### config.mk
export PLATFORM = sky130hd
export DESIGN_NAME = isa_loop_sequencer_flat
export DESIGN_NICKNAME = d
export VERILOG_FILES = /design/src/rtl/isa_loop_sequencer_if.sv /design/src/rtl/isa_loop_sequencer.sv /design/src/flat_wrapper.sv
export SDC_FILE = /design/constraint.sdc
export NUM_CORES = 1
export LEC_CHECK = 0
export CORE_UTILIZATION = 55
export CTS_CLUSTER_SIZE = 24
export DETAILED_ROUTE_END_ITERATION = 8
export PLACE_DENSITY = 0.81
export SYNTH_ARGS = -nofsm -noshare
export SYNTH_HDL_FRONTEND = slang
export SYNTH_SLANG_ARGS = --single-unit
### constraint.sdc
create_clock -name clk -period 5.4 [get_ports clk]
set_clock_uncertainty 0.15 [all_clocks]
set_input_delay 0.81 -clock clk [delete_from_list [all_inputs] [get_ports clk]]
set_output_delay 0.81 -clock clk [all_outputs]
set_load 0.02 [all_outputs]
### src/rtl/isa_loop_sequencer_if.sv
// Host/core bus of the loop sequencer: program load, run control,
// command strobe and status.
interface isa_loop_sequencer_if #(
    parameter int LOG_COMMAND = 8,
    parameter int PROG_LOG    = 5
) ();
    logic                   start;
    logic                   abort;
    logic [PROG_LOG-1:0]    prog_addr;
    logic [63:0]            prog_data;
    logic                   prog_we;
    logic                   done_ins;
    logic [LOG_COMMAND-1:0] command_out;
    logic                   command_we;
    logic                   busy;
    logic                   done_all;
    logic                   error;
    logic [PROG_LOG-1:0]    pc;
    logic [30:0]            cycle_count;

    modport master (
        output start, abort, prog_addr, prog_data,
        output prog_we, done_ins,
        input  command_out, command_we, busy,
        input  done_all, error, pc, cycle_count
    );

    modport slave (
        input  start, abort, prog_addr, prog_data,
        input  prog_we, done_ins,
        output command_out, command_we, busy,
        output done_all, error, pc, cycle_count
    );
endinterface

### src/rtl/isa_loop_sequencer.sv
// Program sequencer: fetches 64-bit instructions, issues commands to a
// compute core and runs a single non-nesting hardware loop.
module isa_loop_sequencer #(
    parameter int LOG_COMMAND = 8,
    parameter int PROG_LOG    = 5
) (
    input  logic                clk,
    input  logic                rst,
    isa_loop_sequencer_if.slave bus
);
    localparam int DEPTH = 1 << PROG_LOG;
    localparam logic [PROG_LOG-1:0] PC_MAX = '1;

    typedef enum logic [2:0] {
        IDLE, FETCH, DECODE, ISSUE, WAIT, DONE, ERROR
    } state_t;

    state_t state, state_n;

    logic [63:0] mem [DEPTH];
    logic [1:0]             op;
    logic [LOG_COMMAND-1:0] op_cmd;
    logic [PROG_LOG-1:0]    op_tgt;
    logic [7:0]             op_cnt;

    logic [PROG_LOG-1:0]    pc, pc_n;
    logic                   loop_act, loop_act_n;
    logic [7:0]             loop_cnt, loop_cnt_n;
    logic [LOG_COMMAND-1:0] cmd, cmd_n;
    logic [30:0]            cyc, cyc_n;
    logic                   start_q, armed, rise, busy, adv;

    assign busy = !(state inside {IDLE, DONE, ERROR});
    // armed blocks a start level held high through reset
    assign rise = bus.start & ~start_q & armed;

    always_ff @(posedge clk) begin
        if (bus.prog_we && !busy)
            mem[bus.prog_addr] <= bus.prog_data;
        op     <= mem[pc][63:62];
        op_cmd <= mem[pc][LOG_COMMAND-1:0];
        op_tgt <= mem[pc][8+PROG_LOG-1:8];
        op_cnt <= mem[pc][23:16];
    end

    always_ff @(posedge clk or negedge rst) begin
        if (!rst) begin
            start_q <= 1'b0;
            armed   <= 1'b0;
        end else begin
            start_q <= bus.start;
            if (!bus.start)
                armed <= 1'b1;
        end
    end

    always_ff @(posedge clk or negedge rst) begin
        if (!rst) begin
            state    <= IDLE;
            pc       <= '0;
            loop_act <= 1'b0;
            loop_cnt <= '0;
            cmd      <= '0;
            cyc      <= '0;
        end else begin
            state    <= state_n;
            pc       <= pc_n;
            loop_act <= loop_act_n;
            loop_cnt <= loop_cnt_n;
            cmd      <= cmd_n;
            cyc      <= cyc_n;
        end
    end

    always_comb begin
        state_n    = state;
        pc_n       = pc;
        loop_act_n = loop_act;
        loop_cnt_n = loop_cnt;
        cmd_n      = cmd;
        cyc_n      = cyc;
        adv        = 1'b0;
        if (bus.abort) begin
            state_n = IDLE;
        end else begin
            if (busy && cyc != '1)
                cyc_n = cyc + 31'd1;
            unique case (state)
                IDLE, DONE, ERROR: begin
                    if (rise) begin
                        state_n    = FETCH;
                        pc_n       = '0;
                        loop_act_n = 1'b0;
                        loop_cnt_n = '0;
                        cyc_n      = '0;
                    end
                end
                FETCH: state_n = DECODE;
                DECODE: begin
                    unique case (op)
                        2'b00: begin
                            cmd_n   = op_cmd;
                            state_n = ISSUE;
                        end
                        2'b01: begin
                            state_n = FETCH;
                            if (!loop_act && op_cnt == 8'd0) begin
                                adv = 1'b1;
                            end else if (!loop_act) begin
                                loop_cnt_n = op_cnt - 8'd1;
                                loop_act_n = 1'b1;
                                pc_n       = op_tgt;
                            end else if (loop_cnt != 8'd0) begin
                                loop_cnt_n = loop_cnt - 8'd1;
                                pc_n       = op_tgt;
                            end else begin
                                loop_act_n = 1'b0;
                                adv        = 1'b1;
                            end
                        end
                        2'b10:   state_n = DONE;
                        default: state_n = ERROR;
                    endcase
                end
                ISSUE: state_n = WAIT;
                WAIT: adv = bus.done_ins;
                default: state_n = IDLE;
            endcase
            // stepping past the last slot ends the program
            if (adv) begin
                if (pc == PC_MAX) begin
                    state_n = DONE;
                end else begin
                    pc_n    = pc + 1'b1;
                    state_n = FETCH;
                end
            end
        end
    end

    assign bus.command_out = cmd;
    assign bus.command_we  = (state == ISSUE);
    assign bus.busy        = busy;
    assign bus.done_all    = (state == DONE);
    assign bus.error       = (state == ERROR);
    assign bus.pc          = pc;
    assign bus.cycle_count = cyc;
endmodule

### src/flat_wrapper.sv
// flat-port wrapper written by rule: the top's interface ports become plain ports
module isa_loop_sequencer_flat 
#(
    parameter int LOG_COMMAND = 8,
    parameter int PROG_LOG    = 5
)
  (clk, rst, bus_start, bus_abort, bus_prog_addr, bus_prog_data, bus_prog_we, bus_done_ins, bus_command_out, bus_command_we, bus_busy, bus_done_all, bus_error, bus_pc, bus_cycle_count);
  isa_loop_sequencer_if #(.LOG_COMMAND(LOG_COMMAND), .PROG_LOG(PROG_LOG)) bus_i ();
  input  logic clk;
  input  logic rst;
  input wire logic [$bits(bus_i.start)-1:0] bus_start;
  input wire logic [$bits(bus_i.abort)-1:0] bus_abort;
  input wire logic [$bits(bus_i.prog_addr)-1:0] bus_prog_addr;
  input wire logic [$bits(bus_i.prog_data)-1:0] bus_prog_data;
  input wire logic [$bits(bus_i.prog_we)-1:0] bus_prog_we;
  input wire logic [$bits(bus_i.done_ins)-1:0] bus_done_ins;
  output wire logic [$bits(bus_i.command_out)-1:0] bus_command_out;
  output wire logic [$bits(bus_i.command_we)-1:0] bus_command_we;
  output wire logic [$bits(bus_i.busy)-1:0] bus_busy;
  output wire logic [$bits(bus_i.done_all)-1:0] bus_done_all;
  output wire logic [$bits(bus_i.error)-1:0] bus_error;
  output wire logic [$bits(bus_i.pc)-1:0] bus_pc;
  output wire logic [$bits(bus_i.cycle_count)-1:0] bus_cycle_count;
  assign bus_i.start = bus_start;
  assign bus_i.abort = bus_abort;
  assign bus_i.prog_addr = bus_prog_addr;
  assign bus_i.prog_data = bus_prog_data;
  assign bus_i.prog_we = bus_prog_we;
  assign bus_i.done_ins = bus_done_ins;
  assign bus_command_out = bus_i.command_out;
  assign bus_command_we = bus_i.command_we;
  assign bus_busy = bus_i.busy;
  assign bus_done_all = bus_i.done_all;
  assign bus_error = bus_i.error;
  assign bus_pc = bus_i.pc;
  assign bus_cycle_count = bus_i.cycle_count;
  isa_loop_sequencer #(.LOG_COMMAND(LOG_COMMAND), .PROG_LOG(PROG_LOG)) u_core (.clk(clk), .rst(rst), .bus(bus_i));
endmodule
==> results.txt <==
PostCTS Resize Cnt: 0
largest family of logic cells by synthesized area: multiplexers
post-synthesis sequential area ratio: 0.7528
MaxCap Viol Count: 0
VDD IR max: 0.0003260 V
fraction of registers with async set/reset: 0.07099
TritonRoute pass-1 iters: 6
via count: 16,190
vias in the first global route: 16,570
final hold violation count: 0
Syn. warnings: 0
mux cell area share after synthesis: 0.1749
Die ar.: 0.05897 sq mm
fin crit period: 3.800 ns
crit path DAT: 3.87 ns
Post-Synthesis Cell Area: 0.03190 sq mm
setup_tns: 0 ns
Post-Place Cells: 2,263
H-tree levels: 3
R2R Path Start: u_core.state[2]
FF+latch count, synth: 817
Total Wirelength: 77,310 um
Critical Path Fanout Max: 23
Post-Synthesis Cells: 1,483
Post-Syn Nets: 1,566
most numerous cell in the Yosys netlist: edfxtp_1
fin crit share: 0.7038
endpoints failing setup: 0
starting density of the core: 0.5614
Via-to-Cell Ratio: 6.719
status: finished, final reports clean
P_leak: 11.77 nW
crit path kind: flop to flop
Core Area: 0.05682 sq mm
Antenna Nets Post-Route: 0
launch point of the worst path: u_core.state[2]
CTS tree: built
Worst setup SP type: flop
Post-CTS Setup Repair Bufs: 0
RSZ-0062 raised after global routing: false
Worst-path clk slew: 0.06 ns
FMAX: 0.2631 GHz
DP Worst Slack: 1.759 ns
Post-route DRC: 0
worst slew pin tran: 1.297 ns
Adder-Cell Fraction of Synth Area: 0.003138
R2R cell count: 6
first-pass GRT wire length: 112,600 um
FP Rows: 87
Root Driver: clkbuf_16
global route overflow: 0
Mean Syn Cell Area: 21.51 sq um
Die X: 242.8 um
Total GRT Usage: 0.2681
Iteration-0 DRC Markers: 2,309
CP Capture Type: flop
area leader, netlist: edfxtp_1
Port Buf Inserts: 81
Crit path required time: 5.47 ns
Worst-Skew Late Latency: 0.62 ns
largest cells by area after synthesis: edfxtp_1 69%, mux4_2 16%, dfrtp_1 4.5%, dfxtp_1 1.4%, mux2_2 1.1%
Layout Nets: 1,672
Hold-fix buffers, CTS: 0
synth cell count leaders: 736 x edfxtp_1, 230 x mux4_2, 71 x nor2_1, 58 x dfrtp_1, 40 x clkbuf_1
IO Count: 123
Cell variety after synth: 64
fin. max-slew vios: 0
fin util: 0.6420
Slew headroom: 0.1331
largest net degree at the start of global routing: 71
Synth top area share: 0.6928
Main synth FF type: edfxtp_1
share of layout cells above drive strength 1: 0.2682
CTS Sinks: 817
die height: 242.8 um
Final HPWL DP: 37,680 um
type of the worst min-delay path: primary input to async pin
initial antenna violation count: 1
Power Dens Cells: 454.5 mW/mm^2
Final Non-Filler Cells: 2,410
GPL Wtd Cong: 0.8463
minimum hold slack: 0.2508 ns
Synth Area in Simple Gates: 0.03581
number of synthesized flops with an enable pin: 736
wire length per cell: 32.08 um
Final WS setup: 1.600 ns
Clock Path Buffers: 3
post-synthesis xor/xnor area fraction: 0.007413
Synth Area in Compound Gates: 0.01424
area grow syn2layout: 14.36%
Num CTS Buffers: 80
-- kinds of logic after synthesis --
| kind of cell | Yosys count |
|---|---|
| xor+xnor | 27 |
| buf+inv | 87 |
| fa+ha+maj | 8 |
| compound gates | 68 |
| flops | 817 |
| mux | 266 |
| simple gates | 210 |
-- worst paths after layout --
check                                             end  slack, ns
max in group asynchronous            u_core.bus.pc[1]       4.19
min reg2reg                 u_core.bus.command_out[0]       0.31
max reg2reg                         u_core.mem[2][17]       1.60
max                                 u_core.mem[2][17]       1.60
min                        u_core.bus.cycle_count[28]       0.25
min in group clk            u_core.bus.command_out[0]       0.31
-- stage by stage --
| step | cell area, sq um | power (mW) |
|---|---|---|
| final | 36480 | 16.58 |
| after global routing | 36480 | 17.05 |
| after CTS | 36480 | 16.63 |
| after detailed placement | 33740 | 10.80 |
| after global placement | 33740 | 10.71 |
| after floorplan | 31900 | 9.866 |
-- state kept, by name (all words and copies together), names as in the netlist --
register	cells
u_core.start_q	1
u_core.op_tgt	5
u_core.bus.command_out	8
u_core.mem	736
u_core.op_cnt	8
u_core.armed	1
u_core.loop_cnt	8
u_core.bus.pc	5
u_core.op_cmd	8
u_core.bus.cycle_count	31
u_core.op	2
u_core.state	3
u_core.loop_act	1
-- power breakdown --
group / leakage [nW] / switching, mW / total (mW) / internal [mW]
combinational: 2.85 / 1.50 / 3.24 / 1.74
sequential: 7.59 / 0.379 / 7.50 / 7.12
clock: 1.32 / 2.40 / 5.84 / 3.43
total: 11.8 / 4.28 / 16.6 / 12.3
-- placed cells by master, fill, tap and decap left out, drive strengths merged, types with 11 or more instances in the layout --
master / instances
o21ai: 21
nand2: 28
dfxtp: 23
dfrtp: 58
edfxtp: 736
nor2: 71
xor2: 20
nor3: 11
nand4: 19
nand3: 20
inv: 18
clkinv: 31
bufinv: 14
buf: 15
a21oi: 15
and3: 12
clkbuf: 95
mux2: 31
mux4: 230
clkdlybuf4s50: 80
-- area by class of cell --
cell class	count	area [sq um]
Tap cell	756	945.9
Timing Repair Buffer	95	960.9
Inverter	16	60.06
Clock buffer	95	2068
Sequential cell	817	24030
Clock inverter	50	663.1
Multi-Input combinational cell	579	7752
Antenna cell	2	5.005
Fill cell	3579	20340
-- per-layer routing --
layer / part of all wire / up-vias / GRT usage
met4: 0.044 / 2 / 0.1132
met2: 0.49 / 1099 / 0.4255
li1: - / 6415 / -
met3: 0.098 / 203 / 0.05927
met1: 0.37 / 8474 / 0.3630
met5: 0.00013 / - / 0
-- worst max-delay path, stage by stage, from the launching register on --
cell	delay (ns)
dfrtp_1	0.50
xor2_1	0.22
o21ai_0	0.52
nand2_1	0.11
nor2_1	0.41
nand2_1	0.39
nor2_4	1.08
(Power assumes the default switching activity.)
